## src/rtl/uart_pkg.sv

```systemverilog
// Shared types and constants for the UART transmit path.
package uart_pkg;

  typedef enum logic [2:0] {
    IDLE,
    START,
    DATA,
    PARITY,
    STOP1,
    STOP2
  } tx_state_e;

  localparam int START_BITS    = 1;
  localparam int STOP_BITS_MIN = 1;
  localparam int STOP_BITS_MAX = 2;
  localparam int MIN_DATA_BITS = 5;
  localparam int MAX_DATA_BITS = 8;
  localparam int BIT_IDX_W     = 3;

  function automatic bit data_bits_legal(int n);
    return (n >= MIN_DATA_BITS) && (n <= MAX_DATA_BITS);
  endfunction

endpackage

```

## src/rtl/uart_tx_bit_timer.sv

```systemverilog
// Bit-period divider for the transmitter; counts 0..P-1 only while a frame runs.
module uart_tx_bit_timer (
  input  logic        clk,
  input  logic        rst_n,
  input  logic        clear,
  input  logic        run,
  input  logic [15:0] period,
  output logic        bit_end
);

  logic [15:0] count_q, count_d;
  logic [15:0] last_count;

  // A programmed period of zero behaves like a period of one.
  assign last_count = (period == 16'd0) ? 16'd0 : period - 16'd1;
  assign bit_end    = run & (count_q == last_count);

  always_comb begin
    count_d = count_q;
    if (clear) begin
      count_d = '0;
    end else if (run) begin
      count_d = (count_q == last_count) ? '0 : count_q + 16'd1;
    end
  end

  always_ff @(posedge clk or negedge rst_n) begin
    if (!rst_n) begin
      count_q <= '0;
    end else begin
      count_q <= count_d;
    end
  end

endmodule

```

## src/rtl/uart_tx_ctrl.sv

```systemverilog
// UART transmit controller: handshake in, framed serial bits out, with a
// one-entry holding buffer so back-to-back frames leave no idle gap.
module uart_tx_ctrl
  import uart_pkg::*;
#(
  parameter int DATA_BITS = 8
) (
  input  logic                 clk,
  input  logic                 rst_n,
  input  logic                 en,
  input  logic [15:0]          clk_div,
  input  logic                 parity_en,
  input  logic                 parity_odd,
  input  logic                 two_stop,
  input  logic [DATA_BITS-1:0] tx_data,
  input  logic                 tx_valid,
  output logic                 tx_ready,
  output logic                 tx,
  output logic                 busy,
  output logic                 frame_done
);

  if (!data_bits_legal(DATA_BITS)) begin : g_bad_data_bits
    $error("uart_tx_ctrl: DATA_BITS must be within 5..8");
  end

  tx_state_e              state_q, state_d;
  logic [DATA_BITS-1:0]   shift_q, shift_d;
  logic [DATA_BITS-1:0]   buf_q, buf_d;
  logic                   buf_full_q, buf_full_d;
  logic [BIT_IDX_W-1:0]   idx_q, idx_d;
  logic                   par_bit_q, par_bit_d;
  logic                   par_en_q, par_en_d;
  logic                   two_stop_q, two_stop_d;
  logic [15:0]            div_q, div_d;
  logic                   tx_q, tx_d;
  logic                   done_q, done_d;

  logic                   hs;
  logic                   bit_end;
  logic                   frame_end;
  logic                   do_load;
  logic [DATA_BITS-1:0]   load_data;

  assign tx_ready   = en & ~buf_full_q;
  assign hs         = tx_valid & tx_ready;
  assign tx         = tx_q;
  assign busy       = (state_q != IDLE);
  assign frame_done = done_q;

  uart_tx_bit_timer u_timer (
    .clk     (clk),
    .rst_n   (rst_n),
    .clear   (do_load),
    .run     (busy),
    .period  (div_q),
    .bit_end (bit_end)
  );

  // tx_d always carries the level of the state being entered, so the pin
  // comes straight from a flop. Frame starts (fresh or from the buffer) all
  // funnel through do_load, which also latches the per-frame configuration.
  always_comb begin
    state_d    = state_q;
    shift_d    = shift_q;
    buf_d      = buf_q;
    buf_full_d = buf_full_q;
    idx_d      = idx_q;
    par_bit_d  = par_bit_q;
    par_en_d   = par_en_q;
    two_stop_d = two_stop_q;
    div_d      = div_q;
    tx_d       = tx_q;
    done_d     = 1'b0;
    frame_end  = 1'b0;
    do_load    = 1'b0;
    load_data  = tx_data;

    if (!en) begin
      state_d    = IDLE;
      tx_d       = 1'b1;
      buf_full_d = 1'b0;
    end else begin
      if (hs && (state_q != IDLE)) begin
        buf_d      = tx_data;
        buf_full_d = 1'b1;
      end

      case (state_q)
        IDLE: begin
          tx_d = 1'b1;
          if (hs) do_load = 1'b1;
        end
        START: begin
          if (bit_end) begin
            state_d = DATA;
            idx_d   = '0;
            tx_d    = shift_q[0];
          end
        end
        DATA: begin
          if (bit_end) begin
            shift_d = shift_q >> 1;
            if (idx_q == BIT_IDX_W'(DATA_BITS - 1)) begin
              state_d = par_en_q ? PARITY : STOP1;
              tx_d    = par_en_q ? par_bit_q : 1'b1;
            end else begin
              idx_d = idx_q + BIT_IDX_W'(1);
              tx_d  = shift_q[1];
            end
          end
        end
        PARITY: begin
          if (bit_end) begin
            state_d = STOP1;
            tx_d    = 1'b1;
          end
        end
        STOP1: begin
          if (bit_end) begin
            if (two_stop_q) begin
              state_d = STOP2;
              tx_d    = 1'b1;
            end else begin
              frame_end = 1'b1;
            end
          end
        end
        STOP2: begin
          if (bit_end) frame_end = 1'b1;
        end
        default: begin
          state_d = IDLE;
          tx_d    = 1'b1;
        end
      endcase

      // A byte offered on the closing edge bypasses the empty buffer.
      if (frame_end) begin
        done_d = 1'b1;
        if (buf_full_q) begin
          do_load    = 1'b1;
          load_data  = buf_q;
          buf_full_d = 1'b0;
        end else if (hs) begin
          do_load    = 1'b1;
          buf_full_d = 1'b0;
        end else begin
          state_d = IDLE;
          tx_d    = 1'b1;
        end
      end

      if (do_load) begin
        shift_d    = load_data;
        par_bit_d  = (^load_data) ^ parity_odd;
        par_en_d   = parity_en;
        two_stop_d = two_stop;
        div_d      = clk_div;
        idx_d      = '0;
        state_d    = START;
        tx_d       = 1'b0;
      end
    end
  end

  always_ff @(posedge clk or negedge rst_n) begin
    if (!rst_n) begin
      state_q    <= IDLE;
      shift_q    <= '0;
      buf_q      <= '0;
      buf_full_q <= 1'b0;
      idx_q      <= '0;
      par_bit_q  <= 1'b0;
      par_en_q   <= 1'b0;
      two_stop_q <= 1'b0;
      div_q      <= '0;
      tx_q       <= 1'b1;
      done_q     <= 1'b0;
    end else begin
      state_q    <= state_d;
      shift_q    <= shift_d;
      buf_q      <= buf_d;
      buf_full_q <= buf_full_d;
      idx_q      <= idx_d;
      par_bit_q  <= par_bit_d;
      par_en_q   <= par_en_d;
      two_stop_q <= two_stop_d;
      div_q      <= div_d;
      tx_q       <= tx_d;
      done_q     <= done_d;
    end
  end

endmodule
```

## config.mk

```make
export PLATFORM = sky130hd
export DESIGN_NAME = uart_tx_ctrl
export DESIGN_NICKNAME = d
export VERILOG_FILES = /design/src/rtl/uart_pkg.sv /design/src/rtl/uart_tx_bit_timer.sv /design/src/rtl/uart_tx_ctrl.sv
export SDC_FILE = /design/constraint.sdc
export NUM_CORES = 1
export LEC_CHECK = 0
export CAP_MARGIN = 20
export CORE_MARGIN = 3
export CORE_UTILIZATION = 25
export DETAILED_ROUTE_END_ITERATION = 6
export GPL_TIMING_DRIVEN = 0
export SYNTH_ARGS = -nofsm -noshare
export SYNTH_HDL_FRONTEND = slang
export SYNTH_SLANG_ARGS = --single-unit
```

## constraint.sdc

```tcl
create_clock -name clk -period 4.2 [get_ports clk]
set_input_delay 0.84 -clock clk [delete_from_list [all_inputs] [get_ports clk]]
set_output_delay 0.84 -clock clk [all_outputs]
set_load 0.02 [all_outputs]
```

* Word level (Yosys, flattened, before mapping)
Cells that the tools add are included.
** Word-level totals
- Register bits :: 60
- Logic and storage cells :: 104
** Cells by class
- Add/sub/neg operators :: 3
- Equal/unequal tests :: 10
- Reduce and logical (&&, ||, !) cells :: 14
- Mux-type cells :: 60
- Bitwise gates (word level) :: 5
** Operators by type and width (number)
- two-way mux 16 bit :: 4
- two-way mux 3 bit :: 16
- two-way mux 8 bit :: 6
- two-way mux 1 bit :: 30
- adder 16 x 1 -> 16 bit, second input constant :: 1
- equality test 16 bit :: 1
- zero test 16 bit :: 1
- subtractor 16 x 1 -> 16 bit, second input constant :: 1
- case mux 3 bit (5 select lines) :: 1
- equality test 3 bit, second input constant :: 3
- != test 3 bit, second input constant :: 3
- parity 8 bit :: 1
- equality test 3 x 2 -> 1 bit, second input constant :: 2
- case mux 3 bit (2 select lines) :: 1
- nonzero test 2 bit :: 3
- nonzero test 3 bit :: 2
- case mux 1 bit (5 select lines) :: 1
- AND reduction 5 bit :: 1
- AND reduction 2 bit :: 2
- adder 3 x 1 -> 3 bit, second input constant :: 1
- bitwise AND 1 bit :: 3
- equality test 3 x 1 -> 1 bit, second input constant :: 1
- zero test 3 bit :: 1
- AND reduction 3 bit :: 1
- other kinds (5) :: 5

* Depth between registers and ports, before layout
Gate-level depths: netlist of the first run.
- Depth after elaboration :: 11
- Depth in mapped cells :: 16
- Gate-level depth less buffers :: 12

* Cells and area by module
Synthesis of the first run repeated with hierarchy kept, for this count alone.
** Unflattened totals
- Cells, all modules :: 409
- Area, all modules :: 3945.0 µm²
** By module, submodules not included
- uart_tx_ctrl :: area an instance 2278.4 µm², times used 1, seq. area each 1102.3 µm², cells each 195
- uart_tx_bit_timer :: area an instance 1666.6 µm², times used 1, seq. area each 400.4 µm², cells each 214

* Least setup slack after synthesis of the first run
Ideal clock, no wire load.
- Kind :: reg2reg
- From :: register div_q[4]
- To :: register par_bit_q
- Data required time :: 4073 ps
- Buffers on the path :: 2
- Cell stages (with the launch flop) :: 13
- Data arrival time :: 3512 ps
- Period minus slack after synthesis :: 3639 ps
- Library setup time :: 127 ps
- Path slack :: 561 ps
- Cell sequence :: dfrtp_1 or4_1 buf_2 or3_1 a2111o_1 a21oi_2 o2bb2ai_1 nand4b_4 nor4_2 buf_6 mux2i_1 xnor3_1 mux2_1
** Between the ends
- Longest elaborated chain between the ends :: 11
- Elaborated cells on any way between the ends :: 16
- Classes of those cells :: add/sub (1); eq/ne (1); mux (9); bitwise (2); reduce/logical (3)
** Ends and longest elaborated chain
- from (decl) :: RTL line uart_tx_ctrl.sv:35 : logic [15:0] div_q, div_d;
- from (signal assigned) :: RTL line uart_tx_ctrl.sv:189 : div_q <= div_d;
- subtractor 16 x 1 -> 16 bit / zero test 16 bit (equally long branches) :: RTL line uart_tx_bit_timer.sv:15 : assign last_count = (period == 16'd0) ? 16'd0 : period - 16'd1;
- two-way mux 16 bit * :: RTL line uart_tx_bit_timer.sv:15
- equality test 16 bit * :: RTL line uart_tx_bit_timer.sv:16 : assign bit_end = run & (count_q == last_count);
- bitwise AND 1 bit * :: RTL line uart_tx_bit_timer.sv:16
- two-way mux 1 bit (on tied branches) :: RTL line uart_tx_ctrl.sv:130, uart_tx_ctrl.sv:120
- case mux 1 bit (2 select lines) * :: RTL line uart_tx_ctrl.sv:89 : case (state_q)
- two-way mux 1 bit * :: RTL line uart_tx_ctrl.sv:79 : if (!en) begin
- two-way mux 8 bit :: RTL line uart_tx_ctrl.sv:139 : if (frame_end) begin
- two-way mux 8 bit :: RTL line uart_tx_ctrl.sv:79
- parity 8 bit :: RTL line uart_tx_ctrl.sv:156 : par_bit_d = (^load_data) ^ parity_odd;
- bitwise XOR 1 bit :: RTL line uart_tx_ctrl.sv:156
- to (signal assigned) :: RTL line uart_tx_ctrl.sv:186 : par_bit_q <= par_bit_d;
- to (decl) :: RTL line uart_tx_ctrl.sv:32 : logic par_bit_q, par_bit_d;
Every way passes the cells marked *; elsewhere a longest branch is shown, timed or not. The select of a mux whose other input is x is not followed.
A chain may end at the register's enable or synchronous reset.

* Final worst setup path of the first run
- From :: register div_q[0]
- To :: register par_bit_q
Same word-level chain as after synthesis.

==> out/qor.yml, run 1 <==
skew_ns: 0.00708
drc: 0
regArea_um2: 1500
worstSetupPathType: "register to register"
wl_met2_mm: 5.04
p_per_area_nw_per_um2: 450
htree_levels: 3
drive_gt1_share_pct: 12.8
drv_slew: 0
drt_iter0_markers: 175
hp-class: "primary input to asynchronous set/reset pin"
fin_cells: 705
static-leakage-power_nw: 2.02
fillCellCount: 1594
portBuffers: 34
overflow: 0
drv_cap: 0
grt_usage_pct: 12.2
clk_pin_slew_ns: 0.05
grt_pass1_vias: 3503
syn_to_final_growth_pct: 25.3
grt_max_degree: 39
status: "complete, no violations"
syn-cell-area_um2: 3940
synth-main-ff-cell: "dfrtp_1"
peakVddDrop_v: 0.000287
synth-edff-count: 0
clk_latency_ns: 0.33
timing.rr.end: "par_bit_q$_DFFE_PN0N_"
synth_top_area_share_pct: 37.4
fmax_mhz: 251
core_area_um2: 15300
ys_ff_latch: 60
ant_nets: 0
hold_violations: 0
initial_utilization_pct: 25.8
path_max_fanout: 7
fin_crit_sh_pct: 94.7
worst_slew_margin_rel_pct: 46.3
vias: 3454
cts_tree: "yes"
nets: 525
end_kind: "register"
final_cell_mix: "65 x nand2_1, 59 x dfrtp_1, 43 x nor2_1"
cp_data_arrival_time_ns: 4.19
grt_pass1_wl_mm: 17.4
timing.final.crit_period_ns: 3.98
hpwl_mm: 7.80
io_pins: 35
r2r_slack_ns: 0.22
die_area_um2: 17300
fin_total_pwr_mw: 2.22
synthArstFlopShare_pct: 100
ys_seq_area_share_pct: 38.1
gp_congestion: 0.867
rsz0062_at_grt: "false"
tightest_slew_ns: 0.803
yosysWarnings: 0
antenna_found_initial: 0
clock_sinks: 60
vias_per_cell: 4.90
routed-wl-met3_um: 418
max-clock-path-buffers: 2
top_layer: "met4"
r2r-start: "div_q[0]$_DFFE_PN0N_"
numPlacedInstances: 685
finalSetupTns_ns: 0
die_h_um: 132
yosys-top-cells-area: "dfrtp_1 37%, nand2_1 6.2%, xnor2_1 4.4%"
synthCells: 439
syn_nets: 474
first_pass_iters: 4
setup_viol: 0
multi_input_area_um2: 2340
worstSetupStartpointType: "register"
totalWireLength_mm: 10.3
synth_area_per_cell_um2: 8.98
root_buffer: "clkbuf_16"
wl_met1_mm: 4.70
wl_per_cell_um: 14.7
synth_cell_type_count: 64
antennaDiodeCount: 0
cts_buffers: 9
final_common_cell: "nand2_1"
yosys.area.top_type: "dfrtp_1"
reg2regPathDepth: 13
die_w_um: 132
required_ns: 4.41
rows: 45
[report_power, final]
group,switching [mW],internal (mW),leakage (nW)
sequential,0.133,0.688,0.764
combinational,0.361,0.309,1.12
clock,0.263,0.471,0.138
total,0.756,1.47,2.02
[timing repair]
action / CTS / global route
gates resized for setup: 1 / 12
setup buffers: 0 / 5
endpoints found under the setup margin: 1 / 43
hold buffers: 0 / 0
pin swaps: 0 / 1
[flip-flops by register name, summed over array words and instances (netlist names)]
signal and cells:
div_q 16, u_timer.count_q 16, buf_q 8, shift_q 8, idx_q 3, state_q 3, buf_full_q 1, frame_done 1
par_bit_q 1, par_en_q 1, two_stop_q 1, tx 1
[cells in the mapped netlist (2+ instances only)]
cell and n:
nor3_1 8, mux2_2 9, nor4_2 2, clkbuf_1 10
nor2_1 44, a211oi_1 6, mux2i_1 15, a21oi_1 12
buf_4 3, xor2_1 16, mux2_1 2, a21o_1 4
dfrtp_1 59, nand2b_1 7, or3_1 5, nor4_1 6
o221ai_1 2, inv_1 12, o21a_1 2, nor3_2 2
nand2_1 65, nand3_1 8, o21ai_1 9, nor4b_1 2
or4_1 2, and3_1 7, ha_1 4, o21ai_0 9
a31oi_1 6, nand4_1 12, o211a_1 2, nor3b_1 3
a21oi_2 2, xnor2_1 20, nor2b_1 8, o2111ai_1 6
and4_1 4, a32oi_1 2, buf_2 6, o22a_1 2
and2_1 5, a221o_1 7
[cell type report]
cell class	instances	share of cell area [%]
buffer	20	2.10
clock buffer	11	4.91
clock inverter	4	1.01
inverter	12	0.911
multi-input combinational	347	47.4
sequential	60	30.4
tap	211	5.34
timing repair buffer	40	7.95
[how the worst max path moves through the flow]
stage                                  endpoint  cells past startpoint  slack (ns)                  from
after global placement    par_bit_q$_DFFE_PN0N_                     12        0.08  div_q[6]$_DFFE_PN0N_
after CTS                 div_q[12]$_DFFE_PN0N_                     13        0.02  div_q[6]$_DFFE_PN0N_
after global routing      par_bit_q$_DFFE_PN0N_                     13        0.06  div_q[0]$_DFFE_PN0N_
after detailed placement  par_bit_q$_DFFE_PN0N_                     12        0.02  div_q[6]$_DFFE_PN0N_
after floorplan           par_bit_q$_DFFE_PN0N_                     12        0.56  div_q[4]$_DFFE_PN0N_
final                     par_bit_q$_DFFE_PN0N_                     13        0.22  div_q[0]$_DFFE_PN0N_
[logic make-up (layout without fill, tap and decap cells)]
| kind of cell | count (synthesis) | count (layout) | share of synthesized area (%) |
|---|---|---|---|
| compound gates | 80 | 80 | 15.0 |
| xor+xnor | 37 | 37 | 8.57 |
| fa+ha+maj | 4 | 4 | 1.27 |
| buf+inv | 32 | 87 | 3.71 |
| flops | 60 | 60 | 38.1 |
| mux | 26 | 26 | 6.95 |
| simple gates | 200 | 200 | 26.4 |
[critical path, cell delays in order (launching register included)]
cell       delay, ns
dfrtp_1         0.46
inv_1           0.17
ha_2            0.27
or3b_1          0.41
or3_1           0.35
a2111o_1        0.43
a21oi_2         0.15
o2bb2ai_1       0.09
nand4b_4        0.20
nor4_2          0.27
buf_6           0.17
mux2i_2         0.25
xnor3_1         0.35
mux2_1          0.30
[metal layers]
layer  up-vias  track usage (%)
met5         -                0
met4         0             4.84
met3        16             2.76
met2        74             20.1
met1      1678             15.4
li1       1686                -
[through the flow]
step	instance area, µm²	util (%)	setup slack [ns]	hold WS [ns]
detailed placement	4560	29.8	0.0201	0.503
CTS	4860	31.7	0.0240	0.505
finish	4940	32.3	0.221	0.501
floorplan	3940	-	0.561	0.459
global placement	4550	29.7	0.0825	0.498
global route	4940	32.3	0.0558	0.537
(Power assumes the default switching activity.)
==> inputs of run 2 (changes only) <==
--- a/config.mk
+++ b/config.mk
@@ -12,4 +12,5 @@
 export GPL_TIMING_DRIVEN = 0
 export SYNTH_ARGS = -nofsm -noshare
 export SYNTH_HDL_FRONTEND = slang
+export SYNTH_HIERARCHICAL = 1
 export SYNTH_SLANG_ARGS = --single-unit
==> run 2 against run 1 <==
The run now ends with negative setup slack left. Fmax down 6.3%. Final area rose by 6.0%. Clock-buffer cell count is 2 lower. Combinational power increased by 26%. Critical path type unchanged. Worst setup slack lost 0.27 ns. Area after synthesis is essentially flat. Clock power up 1%. Critical path depth rose by 2. Sequential share of layout area shrank 1.7 points. Die area is essentially flat.
==> out/qor.yml, run 2 <==
swShare_pct: 33.6  # -0.40 points
worst_slew_margin_rel_pct: 58.0  # +12 points
clk_pin_slew_ns: 0.05  # about the same
synth-compound-area-share_pct: 11.1  # -3.9 points
yosys-top-cells-area: "dfrtp_1 37%, mux2_2 8.8%, xnor2_1 5.6%"
syn-cell-area_um2: 3950  # about the same
power_switching_uw: 826  # +9.2%
fin_total_pwr_mw: 2.46  # +10%
ys_ff_latch: 60  # unchanged
violations: "negative setup slack"
crit_top_cell: "buf_6"
grt_max_degree: 40  # +2.6%
drv_slew: 0  # unchanged
timing.final.crit_period_ns: 4.25  # +0.266 ns
clk_latency_ns: 0.33  # about the same
core_area_um2: 15300  # unchanged
synthSimpleGateAreaFrac_pct: 22.6  # -3.8 points
max-clock-path-buffers: 2  # unchanged
yosysMostFrequentCell: "dfrtp_1"
drt_iter0_markers: 304  # +74%
synth_mux_area_share_pct: 12.0  # +5.1 points
numPlacedInstances: 654  # -4.5%
synthAdderAreaFrac_pct: 1.27  # about the same
setup_viol: 32  # +32
hpwl_mm: 6.95  # -11%
synthCells: 409  # -6.8%
worstSetupStartpointType: "register"
sequentialPowerShare_pct: 35.4  # -1.5 points
vias: 3366  # -2.5%
cts_buffers: 9  # unchanged
antennaDiodeCount: 0  # unchanged
antenna_found_initial: 0  # unchanged
finalSetupTns_ns: -0.775  # -0.775 ns
slowest_delay_ns: 0.54  # +0.08 ns
ant_nets: 0  # unchanged
root_buffer: "clkbuf_16"
synth_top_family_by_area: "simple AND/OR/NAND/NOR gates"
p_clk_share_pct: 30.2  # -2.8 points
whs_ns: 0.488  # -0.0135 ns
hold_violations: 0  # unchanged
gp_congestion: 0.849  # -2.1%
final_cell_mix: "57 x dfrtp_1, 34 x nand2_1, 32 x clkdlybuf4s50_1"
crit_start: "div_q[3]$_DFFE_PN0P_"
cp_data_arrival_time_ns: 4.46  # +0.27 ns
end_kind: "register"
cts_tree: "yes"
synthTopCellsByCount: "59 x dfrtp_1, 41 x nor2_1, 34 x nand2_1"
postPlaceCellArea_um2: 4550  # -0.19%
die_w_um: 132  # about the same
tightest_slew_ns: 0.631  # -0.172 ns
fin_crit_sh_pct: 101  # +6.3 points
p_int_mw: 1.63  # +11%
grt_usage_pct: 11.6  # -0.52 points
fillCellCount: 1552  # -2.6%
portBuffers: 33  # -2.9%
synth_cell_type_count: 67  # +4.7%
rsz0062_at_grt: "true"
yosysWarnings: 6  # +6
r2r-start: "div_q[3]$_DFFE_PN0P_"
fin_ws_ns: -0.0455  # -0.266 ns
path_max_fanout: 10  # +3
io_pins: 35  # unchanged
stdcell_area_um2: 5240  # +6.0%
grt_pass1_wl_mm: 16.5  # -5.1%
die_area_um2: 17300  # about the same
drc: 0  # unchanged
clock_sinks: 60  # unchanged
vias_per_cell: 4.87  # -0.57%
fin_cells: 691  # -2.0%
path_cells: "buf_6 > or4_4 > or3_4 > xor2_4 > o21a_1 > a211o_1 > or4_4 > nor4_4 > buf_6 > a31oi_4 > nor3_2 > and2_1 > buf_6 > buf_6 > mux2_2"
reg.largest.list: "div_q x16, u_timer/count_q x16"
synth_top_area_share_pct: 37.4  # about the same
first_pass_iters: 5  # +1
p_per_area_nw_per_um2: 469  # +4.2%
yosys.area.top_type: "dfrtp_1"
synth_xor_area_share_pct: 9.42  # +0.85 points
rows: 45  # unchanged
die_h_um: 132  # about the same
synth-main-ff-cell: "dfrtp_1"
totalWireLength_mm: 10.1  # -2.3%
required_ns: 4.41  # about the same
power.share.combinational_pct: 34.4  # +4.3 points
nets: 510  # -2.9%
wl_per_cell_um: 14.6  # -0.36%
hp-class: "primary input to asynchronous set/reset pin"
final_common_cell: "dfrtp_1"
synth-edff-count: 0  # unchanged
ys_seq_area_share_pct: 38.1  # about the same
place_ws_ns: -0.430  # -0.450 ns
status: "finished with violations"
synth_area_per_cell_um2: 9.65  # +7.4%
fmax_mhz: 236  # -6.3%
final_core_util_pct: 34.2  # +1.9 points
skew_ns: 0.00775  # +0.000664 ns
overflow: 0  # unchanged
grt_pass1_vias: 3308  # -5.6%
slowest_stage: "or4_4"
worstSetupPathType: "register to register"
drive_gt1_share_pct: 27.5  # +15 points
initial_utilization_pct: 25.8  # about the same
peakVddDrop_v: 0.000202  # -30%
synthArstFlopShare_pct: 100  # unchanged
syn_to_final_growth_pct: 32.8
drv_cap: 0  # unchanged
syn_nets: 444  # -6.3%
static-leakage-power_nw: 2.11  # +4.3%
htree_levels: 3  # unchanged
## run 2: cell count changes after synthesis, moves of 6 or more
| cell | previous run | this run |
|---|---|---|
| nand3_1 | 8 | 14 |
| o21ai_0 | 9 | 18 |
| a221o_1 | 7 | 0 |
| mux2_2 | 9 | 31 |
| o21ai_1 | 9 | 2 |
| nand2_1 | 65 | 34 |
| buf_6 | 1 | 9 |
| mux2i_1 | 15 | 8 |
## run 2: timing repair
item	CTS	global route
pin swaps	8	13
gates cloned	2	0
buffers inserted	13	7
setup endpoints to repair	50	50
hold endpoints to repair	0	0
gates resized for setup	18	33
hold buffers	0	0
## run 2: cells by family after synthesis
family / after synthesis
DFF: 60
and+or+nand+nor: 164
muxes: 42
xor gates and xnor gates: 39
AOI/OAI and AO/OA: 63
adders and majority gates: 4
buffers and inverters: 37
## run 2: routing by layer
metal	vias to the layer above	track usage, %	wire (µm)	part of all wire (%)
met5	-	0	0	0
met4	0	4.08	122	1.2
met3	11	3.02	416	4.1
met2	99	19.4	5160	51
met1	1651	14.6	4410	44
li1	1605	-	-	-
## run 2: layout make-up
cell class | count | area (µm²) | share of cell area (%)
Clock buffer | 9 | 225 | 4.30
Sequential cell | 60 | 1510 | 28.7
Inverter | 10 | 37.5 | 0.717
Timing Repair Buffer | 55 | 519 | 9.91
Buffer | 26 | 203 | 3.87
Multi-Input combinational cell | 313 | 2410 | 46.0
Tap cell | 211 | 264 | 5.04
Clock inverter | 7 | 76.3 | 1.46
## run 2: worst max-delay path, delay by kind of cell (launching register included)
kind	cells	cell delay, ns
muxes	1	0.35
DFF	1	0.39
AOI/OAI and AO/OA	3	0.51
buffers and inverters	4	0.57
and+or+nand+nor	6	2.13
xor gates and xnor gates	1	0.17
## run 2: power by group through the flow
stage	Combinational (mW)	Clock (mW)	Sequential [mW]
2_1_floorplan	0.568	0	0.825
3_3_place_gp	0.702	0	0.859
3_5_place_dp	0.723	0	0.869
4_1_cts	0.788	0.760	0.867
5_1_grt	0.925	0.785	0.890
6_report	0.844	0.743	0.870
## run 2: path summary, 6_finish.rpt
kind	slack [ns]	end	depth (start not counted)
worst max register to register	-0.05	div_q[5]$_DFFE_PN0P_	15
worst max-delay path	-0.05	div_q[5]$_DFFE_PN0P_	15
worst min register to register	0.49	idx_q[2]$_DFFE_PN0P_	2
min in group clk	0.49	idx_q[2]$_DFFE_PN0P_	2
max in group asynchronous	3.06	tx$_DFF_PN1_	2
worst min-delay path	0.49	div_q[3]$_DFFE_PN0P_	1
==> RTL change, RTL diff (config.mk and constraints of run 2) <==
The 6 states of `tx_state_e` get a Gray code encoding in 3 bits.
--- a/src/rtl/uart_pkg.sv
+++ b/src/rtl/uart_pkg.sv
@@ -3,10 +3,10 @@
 
   typedef enum logic [2:0] {
-    IDLE,
-    START,
-    DATA,
-    PARITY,
-    STOP1,
-    STOP2
+    IDLE   = 3'b000,
+    START  = 3'b001,
+    DATA   = 3'b011,
+    PARITY = 3'b010,
+    STOP1  = 3'b110,
+    STOP2  = 3'b111
   } tx_state_e;
 
Check against the original RTL: same outputs for any inputs over 10 cycles, from zero or initial values and one cycle with rst_n low; not proved beyond that.
==> RTL change against run 2 <==
The run still ends with negative setup slack left. Design area hardly changed. Hold slack better by 0.0064 ns. Die area is 0.51% higher. Sequential cell count stayed put. Routed wire length is 5.7% lower. Synthesized cell count is 2.0% lower. Fmax is 0.60% lower. Area after synthesis is 0.54% higher. Clock power is 5.1% lower. Combinational power is 6.4% lower. Critical path depth stayed put. Setup slack worse by 0.026 ns. Power is 5.2% lower. Critical path type unchanged.
==> RTL change: results (changes against run 2) <==
outcome: finished with violations (unchanged)
Post-DP Area: 4590 sq um (was 4550 sq um)
synthesized area per cell: 9.89 sq um (was 9.65 sq um)
M1 GR Usage: 14.2% (was 14.6%)
synth cell count leaders: 59 x dfrtp_1, 40 x nor2_1, 37 x mux2_2, 24 x xnor2_1, 20 x nand2_1 (was 59 x dfrtp_1, 41 x nor2_1, 34 x nand2_1, 31 x mux2_2, 25 x xnor2_1)
Final HPWL DP: 6.82 mm (was 6.95 mm)
clock skew: 0.00699 ns (was 0.00775 ns)
Multi-input gate area: 2430 sq um (was 2410 sq um)
crit-path max cell delay: 0.57 ns (was 0.54 ns)
met2 WL: 4.54 mm (was 5.16 mm)
Worst Tran Pin Value: 0.671 ns (was 0.631 ns)
metal3 WL: 377 um (was 416 um)
routed wire length: 9.52 mm (was 10.1 mm)
leakage power: 0.00212 uW (was 0.00211 uW)
Synth Area in Compound Gates: 10.9% (was 11.1%)
top post-synthesis cells by area: dfrtp_1 37%, mux2_2 11%, xnor2_1 5.3% (was dfrtp_1 37%, mux2_2 8.8%, xnor2_1 5.6%)
failing checks: negative setup slack (unchanged)
dpl ws: -0.665 ns (was -0.430 ns)
first-pass GRT wire length: 15.9 mm (was 16.5 mm)
Final setup violation count: 7 (was 32)
hold slack: 0.494 ns (was 0.488 ns)
mux cell area share after synthesis: 14.1% (was 12.0%)
Vias: 3,261 (was 3,366)
met3 Resource Use GR: 2.98% (was 3.02%)
HP Class: reg2reg (was in2async)
Filler cells: 1,545 (was 1,552)
worst setup margin: -0.0710 ns (was -0.0455 ns)
VDD IR max: 0.235 mV (was 0.202 mV)
==> RTL change: worst max-delay path by stage <==
stage / start / to / slack, ns / cells past startpoint
3_5_place_dp: div_q[4] / u_timer/count_q[13] / -0.67 / 19
2_1_floorplan: div_q[2] / shift_q[0] / 0.04 / 15
5_1_grt: div_q[3] / shift_q[3] / -0.18 / 15
3_3_place_gp: div_q[4] / u_timer/count_q[13] / -0.54 / 19
6_report: div_q[3] / shift_q[6] / -0.07 / 15
4_1_cts: div_q[2] / shift_q[3] / -0.01 / 14
==> RTL change: area by class of cell <==
cell class | instances | share of cell area [%]
multi-input cells | 302 | 46.5
clock buffers | 10 | 4.37
clock inverters | 5 | 1.03
inverters | 14 | 1.05
flip-flops and latches | 60 | 28.8
well taps | 211 | 5.04
repair buffers | 59 | 10.4
plain buffers | 22 | 2.82
==> RTL change: power by group <==
part	internal [uW]	total [uW]	switching [uW]
Sequential	705	833	129
Clock	453	705	253
Combinational	443	790	347
Total	1600	2330	728
